**src/rtl/param_cache.sv**
```systemverilog
// Direct-mapped write-back, write-allocate cache between a CPU port and a waited SDRAM port.
// Lines move as in-order multi-beat bursts; a dirty victim is written back before the refill.
module param_cache #(
  parameter int ADDR_W     = 16,
  parameter int DATA_W     = 8,
  parameter int LINE_WORDS = 8,
  parameter int NUM_LINES  = 32
) (
  input  logic              clk,
  input  logic              rst,
  input  logic [ADDR_W-1:0] cpu_addr,
  input  logic [DATA_W-1:0] cpu_din,
  input  logic              cpu_cs,
  input  logic              cpu_wr_rd,
  output logic [DATA_W-1:0] cpu_dout,
  output logic              cpu_rdy,
  output logic              cpu_hit,
  input  logic [DATA_W-1:0] sdram_din,
  input  logic              sdram_ack,
  output logic [ADDR_W-1:0] sdram_addr,
  output logic [DATA_W-1:0] sdram_dout,
  output logic              sdram_wr_rd,
  output logic              sdram_mstrb
);

  localparam int OFF_W = $clog2(LINE_WORDS);
  localparam int IDX_W = $clog2(NUM_LINES);
  localparam int TAG_W = ADDR_W - IDX_W - OFF_W;
  localparam logic [OFF_W-1:0] LAST_BEAT = OFF_W'(LINE_WORDS - 1);

  typedef enum logic [2:0] {IDLE, LOOKUP, WB, FILL, RESP} state_t;

  state_t state, state_next;

  logic [TAG_W-1:0]  tag_r;
  logic [IDX_W-1:0]  idx_r;
  logic [OFF_W-1:0]  off_r;
  logic [DATA_W-1:0] din_r;
  logic              wr_r;
  logic              miss_r;
  logic [OFF_W-1:0]  beat, beat_next;

  logic [DATA_W-1:0]    data_mem [NUM_LINES][LINE_WORDS];
  logic [TAG_W-1:0]     tag_mem  [NUM_LINES];
  logic [NUM_LINES-1:0] valid, dirty;

  logic              hit, beat_done, last;
  logic [ADDR_W-1:0] addr_nx;
  logic [DATA_W-1:0] dout_nx;
  logic              wr_nx, mstrb_nx, rdy_nx, hit_nx;

  assign hit       = valid[idx_r] && (tag_mem[idx_r] == tag_r);
  // An ack only counts while a beat is actually being requested.
  assign beat_done = sdram_mstrb && sdram_ack;
  assign last      = (beat == LAST_BEAT);

  // NOTE: sequential state uses non-blocking assignments so every register samples pre-edge values.
  always_ff @(posedge clk or posedge rst) begin
    if (rst) begin
      state <= IDLE;
      beat  <= '0;
    end else begin
      state <= state_next;
      beat  <= beat_next;
    end
  end

  // NOTE: every signal written here gets a default first, so no latch is inferred.
  always_comb begin
    state_next = state;
    beat_next  = beat;
    case (state)
      IDLE:   if (cpu_cs) state_next = LOOKUP;
      LOOKUP: begin
        if (hit) begin
          state_next = RESP;
        end else begin
          beat_next  = '0;
          state_next = (valid[idx_r] && dirty[idx_r]) ? WB : FILL;
        end
      end
      WB: if (beat_done) begin
        beat_next = beat + 1'b1;
        if (last) state_next = FILL;
      end
      FILL: if (beat_done) begin
        beat_next = beat + 1'b1;
        if (last) state_next = LOOKUP;
      end
      RESP:    state_next = IDLE;
      default: state_next = IDLE;
    endcase
  end

  // Outputs are registered from the upcoming state, so a beat's fields stay put until its ack.
  always_comb begin
    addr_nx  = sdram_addr;
    dout_nx  = sdram_dout;
    wr_nx    = sdram_wr_rd;
    mstrb_nx = 1'b0;
    rdy_nx   = 1'b0;
    hit_nx   = 1'b0;
    case (state_next)
      WB: begin
        addr_nx  = {tag_mem[idx_r], idx_r, beat_next};
        dout_nx  = data_mem[idx_r][beat_next];
        wr_nx    = 1'b1;
        mstrb_nx = 1'b1;
      end
      FILL: begin
        addr_nx  = {tag_r, idx_r, beat_next};
        wr_nx    = 1'b0;
        mstrb_nx = 1'b1;
      end
      RESP: begin
        rdy_nx = 1'b1;
        hit_nx = !miss_r;
      end
      default: ;
    endcase
  end

  always_ff @(posedge clk or posedge rst) begin
    if (rst) begin
      sdram_addr  <= '0;
      sdram_dout  <= '0;
      sdram_wr_rd <= 1'b0;
      sdram_mstrb <= 1'b0;
      cpu_rdy     <= 1'b0;
      cpu_hit     <= 1'b0;
      cpu_dout    <= '0;
      valid       <= '0;
      dirty       <= '0;
      miss_r      <= 1'b0;
      tag_r       <= '0;
      idx_r       <= '0;
      off_r       <= '0;
      din_r       <= '0;
      wr_r        <= 1'b0;
    end else begin
      sdram_addr  <= addr_nx;
      sdram_dout  <= dout_nx;
      sdram_wr_rd <= wr_nx;
      sdram_mstrb <= mstrb_nx;
      cpu_rdy     <= rdy_nx;
      cpu_hit     <= hit_nx;
      case (state)
        IDLE: if (cpu_cs) begin
          tag_r  <= cpu_addr[ADDR_W-1 -: TAG_W];
          idx_r  <= cpu_addr[OFF_W +: IDX_W];
          off_r  <= cpu_addr[OFF_W-1:0];
          din_r  <= cpu_din;
          wr_r   <= cpu_wr_rd;
          miss_r <= 1'b0;
        end
        LOOKUP: begin
          if (hit) begin
            if (wr_r) dirty[idx_r] <= 1'b1;
            else      cpu_dout     <= data_mem[idx_r][off_r];
          end else begin
            // The line is being replaced; it must not hit on stale contents mid-refill.
            miss_r       <= 1'b1;
            valid[idx_r] <= 1'b0;
          end
        end
        FILL: if (beat_done && last) begin
          valid[idx_r] <= 1'b1;
          dirty[idx_r] <= 1'b0;
        end
        default: ;
      endcase
    end
  end

  // NOTE: data and tag arrays have no reset so they map onto RAM; the valid bits alone gate their use.
  always_ff @(posedge clk) begin
    if (state == LOOKUP && hit && wr_r) data_mem[idx_r][off_r] <= din_r;
    if (state == FILL && beat_done) begin
      data_mem[idx_r][beat] <= sdram_din;
      if (last) tag_mem[idx_r] <= tag_r;
    end
  end

endmodule

```
**config.mk**
```make
export PLATFORM = sky130hd
export DESIGN_NAME = param_cache
export DESIGN_NICKNAME = d
export VERILOG_FILES = /design/src/rtl/param_cache.sv
export SDC_FILE = /design/constraint.sdc
export NUM_CORES = 2
export LEC_CHECK = 0
export CORE_MARGIN = 5
export CORE_UTILIZATION = 45
export CTS_CLUSTER_DIAMETER = 30
export DETAILED_ROUTE_END_ITERATION = 8
export PLACE_DENSITY = 0.69
export SLEW_MARGIN = 20
export SYNTH_ARGS = -nofsm -noshare
export SYNTH_HDL_FRONTEND = slang
export SYNTH_SLANG_ARGS = --single-unit
```
**constraint.sdc**
```tcl
create_clock -name clk -period 4.5 [get_ports clk]
set_input_delay 0.45 -clock clk [delete_from_list [all_inputs] [get_ports clk]]
set_output_delay 0.45 -clock clk [all_outputs]
set_load 0.1 [all_outputs]
```
# Word-level counts from Yosys, hierarchy flattened
# Memory sizes are Yosys's and may differ from the RTL's.
# Cells that the tools add are included.
totals:
  n_memories: 2
  out_inout_bits: 36
  ff_bits: 132
  mem_bits_rw: 2304
memory_table:
  columns: ["name", "depth", "word_bits", "read_ports", "rd_ports_with_merged_regs", "write_ports", "line", "source"]
  rows:
  - ["data_mem", 32, 64, 1, 0, 1, "43", "logic [DATA_W-1:0] data_mem [NUM_LINES][LINE_WORDS];"]
  - ["tag_mem", 32, 8, 1, 0, 1, "44", "logic [TAG_W-1:0] tag_mem [NUM_LINES];"]
classes:
  n_reduce_logical: 22
  n_lt_le_gt_ge: 7
  n_eq_ne: 13
  addsub: 1
  mux: 113
  bitwise: 73
ops:
  columns: ["operator", "count"]
  rows:
  - ["$mux 32", 5]
  - ["$mux 64", 2]
  - ["$pmux 32 s2", 2]
  - ["$mux 1", 78]
  - ["$and 32x32->32", 2]
  - ["$or 1x1->1", 64]
  - ["$or 32x32->32", 2]
  - ["$bmux 8 s3", 2]
  - ["$demux 8 s3", 2]
  - ["$mux 8", 6]
  - ["$not 32->32", 1]
  - ["$pmux 16 s2", 1]
  - ["$mux 3", 8]
  - ["$eq 3x2->1 const B", 4]
  - ["$ge 4x4->1 const B", 3]
  - ["$not 3->4", 3]
  - ["$pmux 3 s4", 1]
  - ["$bmux 1 s5", 2]
  - ["$logic_and 1x1->1", 10]
  - ["$ne 2x2->1 const B", 5]
  - ["$reduce_and 3->1", 3]
  - ["$eq 8x8->1", 1]
  - ["$lt 4x1->1 const B", 2]
  - ["$eq 3x3->1 const B", 2]
  - ["14 further kinds", 18]

# Longest topological paths before layout
depth:
  depth_word: 9
  ltp_mapped: 17

# Least setup slack after synthesis
# No wires, ideal clock.
synth_path:
  kind: "register to register"
  startpoint: "reg idx_r[0]"
  endpoint: "mem data_mem[0][0] (netlist name), enable pin"
  period_less_slack_ns: 3.925
  path_slack_ns: 0.575
  path_stages_with_launch: 15
  t_arrival_ns: 3.555
  n_path_buf: 4
  setup_ns: 0.370
  t_required_ns: 4.130
  path_cell_list: "dfrtp_1 buf_4 or4b_1 buf_2 o22ai_1 nor4_1 and3_1 or4_1 and4bb_1 buf_6 nand4_2 nor2_2 a31oi_1 clkbuf_1 nor2_1"
synth_between:
  elab_chain_len: 8
synth_rtl:
  columns: ["item", "line", "source"]
  rows:
  - ["from (decl)", "36", "logic [IDX_W-1:0] idx_r;"]
  - ["from (signal assigned)", "150", "idx_r <= cpu_addr[OFF_W +: IDX_W];"]
  - ["$mem_v2 32x8 / $bmux 1 s5 (equally long branches)", null, null]
  - ["$eq 8x8->1 / $mux 1 (equally long branches)", "52", "assign hit = valid[idx_r] && (tag_mem[idx_r] == tag_r);"]
  - ["$logic_and 1x1->1", "52", null]
  - ["$logic_and 1x1->1 (2 in a row)", "177", "if (state == LOOKUP && hit && wr_r) data_mem[idx_r][off_r] <= din_r;"]
  - ["$mux 1", "177", null]
  - ["$mux 64 (implied by the code)", "177", null]
  - ["$or 1x1->1 (no line)", null, null]
  - ["to (decl)", "43", null]
# Several ways; a longest one is shown, not always the timed one. The select of a mux whose other input is x is not followed.

# Final worst setup path
layout_path:
  startpoint: "reg idx_r[1]"
  endpoint: "mem data_mem[0][56] (netlist name), enable pin"
# The elaborated chain is that of the path after synthesis.

==> impl_metrics.ini <==
[status]
status = finished clean

[floorplanning]
floorplan.initialDensity = 0.4517
die_y_um = 471.0
die_area_um2 = 221800
core_area_um2 = 211700
num_rows = 169
die_w_um = 471.0
ios = 73

[critical_path]
startpoint_type = flip-flop
worstPathMaxFanout = 13
cp.required_ps = 5090
path_class = flip-flop to flip-flop
crit_arrival_ps = 5040
reg2regPathDepth = 14
end_kind = flip-flop

[clock_network]
clkTransAtPathRegs_ps = 50
ctsLongestPathBuffers = 4
numCtsBuffers = 420
htree_levels = 5
root_buffer = clkbuf_16
numClockSinks = 2436
clk_latency_ps = 1000
cts_tree = yes

[routing]
routedLengthMet1_um = 101400
firstDrtPassIters = 6
first_iter_violations = 7958
dr_wl_met3_um = 34660
drtAntennaViolNets = 0
wl_met2_um = 124900
num_vias = 53960
highest_layer = met5
via_per_inst = 6.217
finalWirelength_um = 276400
avgRoutedWirePerCell_um = 31.85
drc = 0

[logic_synthesis]
syn-instance-count = 4743
synth-main-ff-cell = edfxtp_1
synth-async-reset-ratio = 0.05419
ys_ff_latch = 2436
yosysWarningCount = 0
ys_types = 72
synthesis.nets = 4782
syn_area_per_cell_um2 = 20.16
syn_area_um2 = 95610
yosysSeqAreaShare = 0.7582
synth_edf_count = 2304

[final_layout]
final_nets = 5542
layout_common_cells = edfxtp_1 (2304), buf_4 (542), mux4_2 (531)
fillers = 15120
area_growth_pct = 24.07
drive_above_1_share = 0.3481
final_common_cell = edfxtp_1

[sta]
whs_ps = 122.4
setup_viol = 0
rsz0062_at_grt = yes
worstMarginPinSlew_ps = 1175
hold_viol = 0
relSlewSlack = 0.2056
fmax_mhz = 224.8
fin_skew_ps = 130.7
drv_slew = 0
period_share = 0.9883
period_needed_ps = 4447

[pwr]
total_power_mw = 88.83
ir_drop_v = 0.0008974
power.density_nw_per_um2 = 748.8
p_leak_nw = 39.33

[global_routing]
grt_pass1_wl_um = 394300
track_usage = 0.2450
antenna_found_initial = 14
grt_pass1_vias = 53650
overflow = 0
grt_max_degree = 135

[placement]
dp_hpwl_um = 168100
numPortBuffers = 72
finalWeightedCongestion = 0.9293

[flow_run]
drv_cap = 0

[worst_hold_path]
min_path_type = primary input to flip-flop
holdPathStages = 2
[registers in the layout (all words and copies together) (netlist names), named ones only]
signal,count
beat,3
cpu_dout,8
cpu_hit,1
cpu_rdy,1
data_mem,2048
din_r,8
idx_r,5
miss_r,1
off_r,3
sdram_addr,16
sdram_dout,8
sdram_mstrb,1
sdram_wr_rd,1
state,3
tag_mem,256
tag_r,8
wr_r,1
[cells in the mapped netlist, drive strengths merged (3+ instances only)]
master / n / area [um2]
nand3: 7 / 35.03
nand4: 24 / 156.4
or4b: 4 / 40.04
nor4b: 3 / 41.29
a21boi: 3 / 22.52
nor2: 319 / 1202
or4: 3 / 26.27
or2: 3 / 18.77
nand4bb: 6 / 67.56
o31ai: 59 / 442.9
nand4b: 4 / 35.03
dfrtp: 132 / 3303
clkbuf: 160 / 601.8
nand3b: 3 / 22.52
a2bb2oi: 3 / 26.28
nor3b: 6 / 45.04
a211oi: 3 / 35.03
a31oi: 12 / 75.07
edfxtp: 2304 / 69190
clkinv: 4 / 15.01
mux4: 531 / 11960
nor4: 28 / 175.2
o21ai: 87 / 435.4
a22o: 71 / 621.9
and2: 7 / 43.80
nor3: 8 / 50.05
o22ai: 65 / 406.6
mux2: 92 / 1036
and3: 32 / 200.2
a221oi: 35 / 324.1
nand2: 132 / 495.5
a22oi: 183 / 1374
buf: 171 / 925.9
and4: 3 / 26.28
nand2b: 5 / 31.28
o21ba: 3 / 30.03
inv: 11 / 41.29
nor2b: 3 / 18.77
mux2i: 167 / 1672
a21oi: 24 / 135.1
[routing by layer]
layer / GRT usage / vias to the layer above
met1: 0.3358 / 27930
met4: 0.1215 / 10
met2: 0.3635 / 3939
li1: - / 21390
met5: 0 / -
met3: 0.06849 / 689
[power by group]
| group | switching (mW) | leakage (nW) | internal (mW) |
|---|---|---|---|
| registers | 0.853 | 22.4 | 28.9 |
| logic | 17.1 | 9.90 | 9.27 |
| clock network | 11.4 | 7.02 | 21.3 |
[critical path: stages, from the launching register on]
cell and delay [ps]:
dfrtp_4 540, buf_12 180, buf_16 160, buf_4 160
mux2i_2 270, o22ai_1 150, nor4_1 420, nand2_1 210
xnor2_2 320, nand3b_1 210, nor4b_4 290, buf_6 190
a41oi_4 230, clkbuf_16 320, nor2_2 410
[what timing repair did]
| action | in CTS | in global routing |
|---|---|---|
| gates cloned | 0 | 4 |
| hold buffers | 0 | 1 |
| setup endpoints to repair | 1608 | 1753 |
| endpoints found under the hold margin | 0 | 26 |
| pin swaps | 2 | 4 |
| setup buffers | 0 | 9 |
| resized for setup | 55 | 63 |
[metrics by stage]
step | cells | utilization | setup TNS (ps) | instance area (um2) | worst slack [ps]
after floorplan | 4743 | - | 0 | 95610 | 524.0
after global placement | 7887 | 0.4883 | -75700 | 103400 | -191.5
after detailed placement | 7887 | 0.4883 | -69910 | 103400 | -192.0
after CTS | 8655 | 0.5579 | 0 | 118100 | 7.990
after global routing | 8672 | 0.5604 | 0 | 118600 | 4.453
final | 8679 | 0.5605 | 0 | 118600 | 52.50
[layout make-up]
| type | count | area, um2 | area share |
|---|---|---|---|
| clock buffers | 470 | 10920 | 0.09203 |
| flip-flops and latches | 2436 | 72500 | 0.6111 |
| multi-input cells | 1961 | 22060 | 0.1860 |
| inverters | 15 | 61.31 | 0.0005168 |
| repair buffers | 669 | 5899 | 0.04973 |
| clock inverters | 298 | 3640 | 0.03068 |
| diodes | 9 | 22.52 | 0.0001898 |
| well taps | 2821 | 3530 | 0.02975 |
[cell families (layout without fill, tap and decap cells)]
kind of cell,Yosys count,after routing,share of synthesized area
adders and majority gates,2,2,0.0002617
muxes,790,790,0.1534
and+or+nand+nor,604,604,0.02895
DFF,2436,2436,0.7582
AOI/OAI and AO/OA,561,561,0.04231
buffers and inverters,346,1452,0.01657
xor gates and xnor gates,4,4,0.0003665
other,0,9,0
[path summary, 6_finish.rpt]
| check | start | to | slack, ps |
|---|---|---|---|
| worst max-delay path | idx_r[1] | data_mem[0][56] | 50 |
| max in group asynchronous | rst | cpu_dout[6] | 2990 |
| worst max register to register | idx_r[1] | data_mem[0][56] | 50 |
| worst min register to register | sdram_addr[5] | sdram_addr[5] | 470 |
| worst min-delay path | cpu_addr[15] | tag_r[7] | 120 |
| min in group asynchronous | rst | sdram_addr[9] | 410 |
No activity file was read; power rests on OpenSTA's default activity.
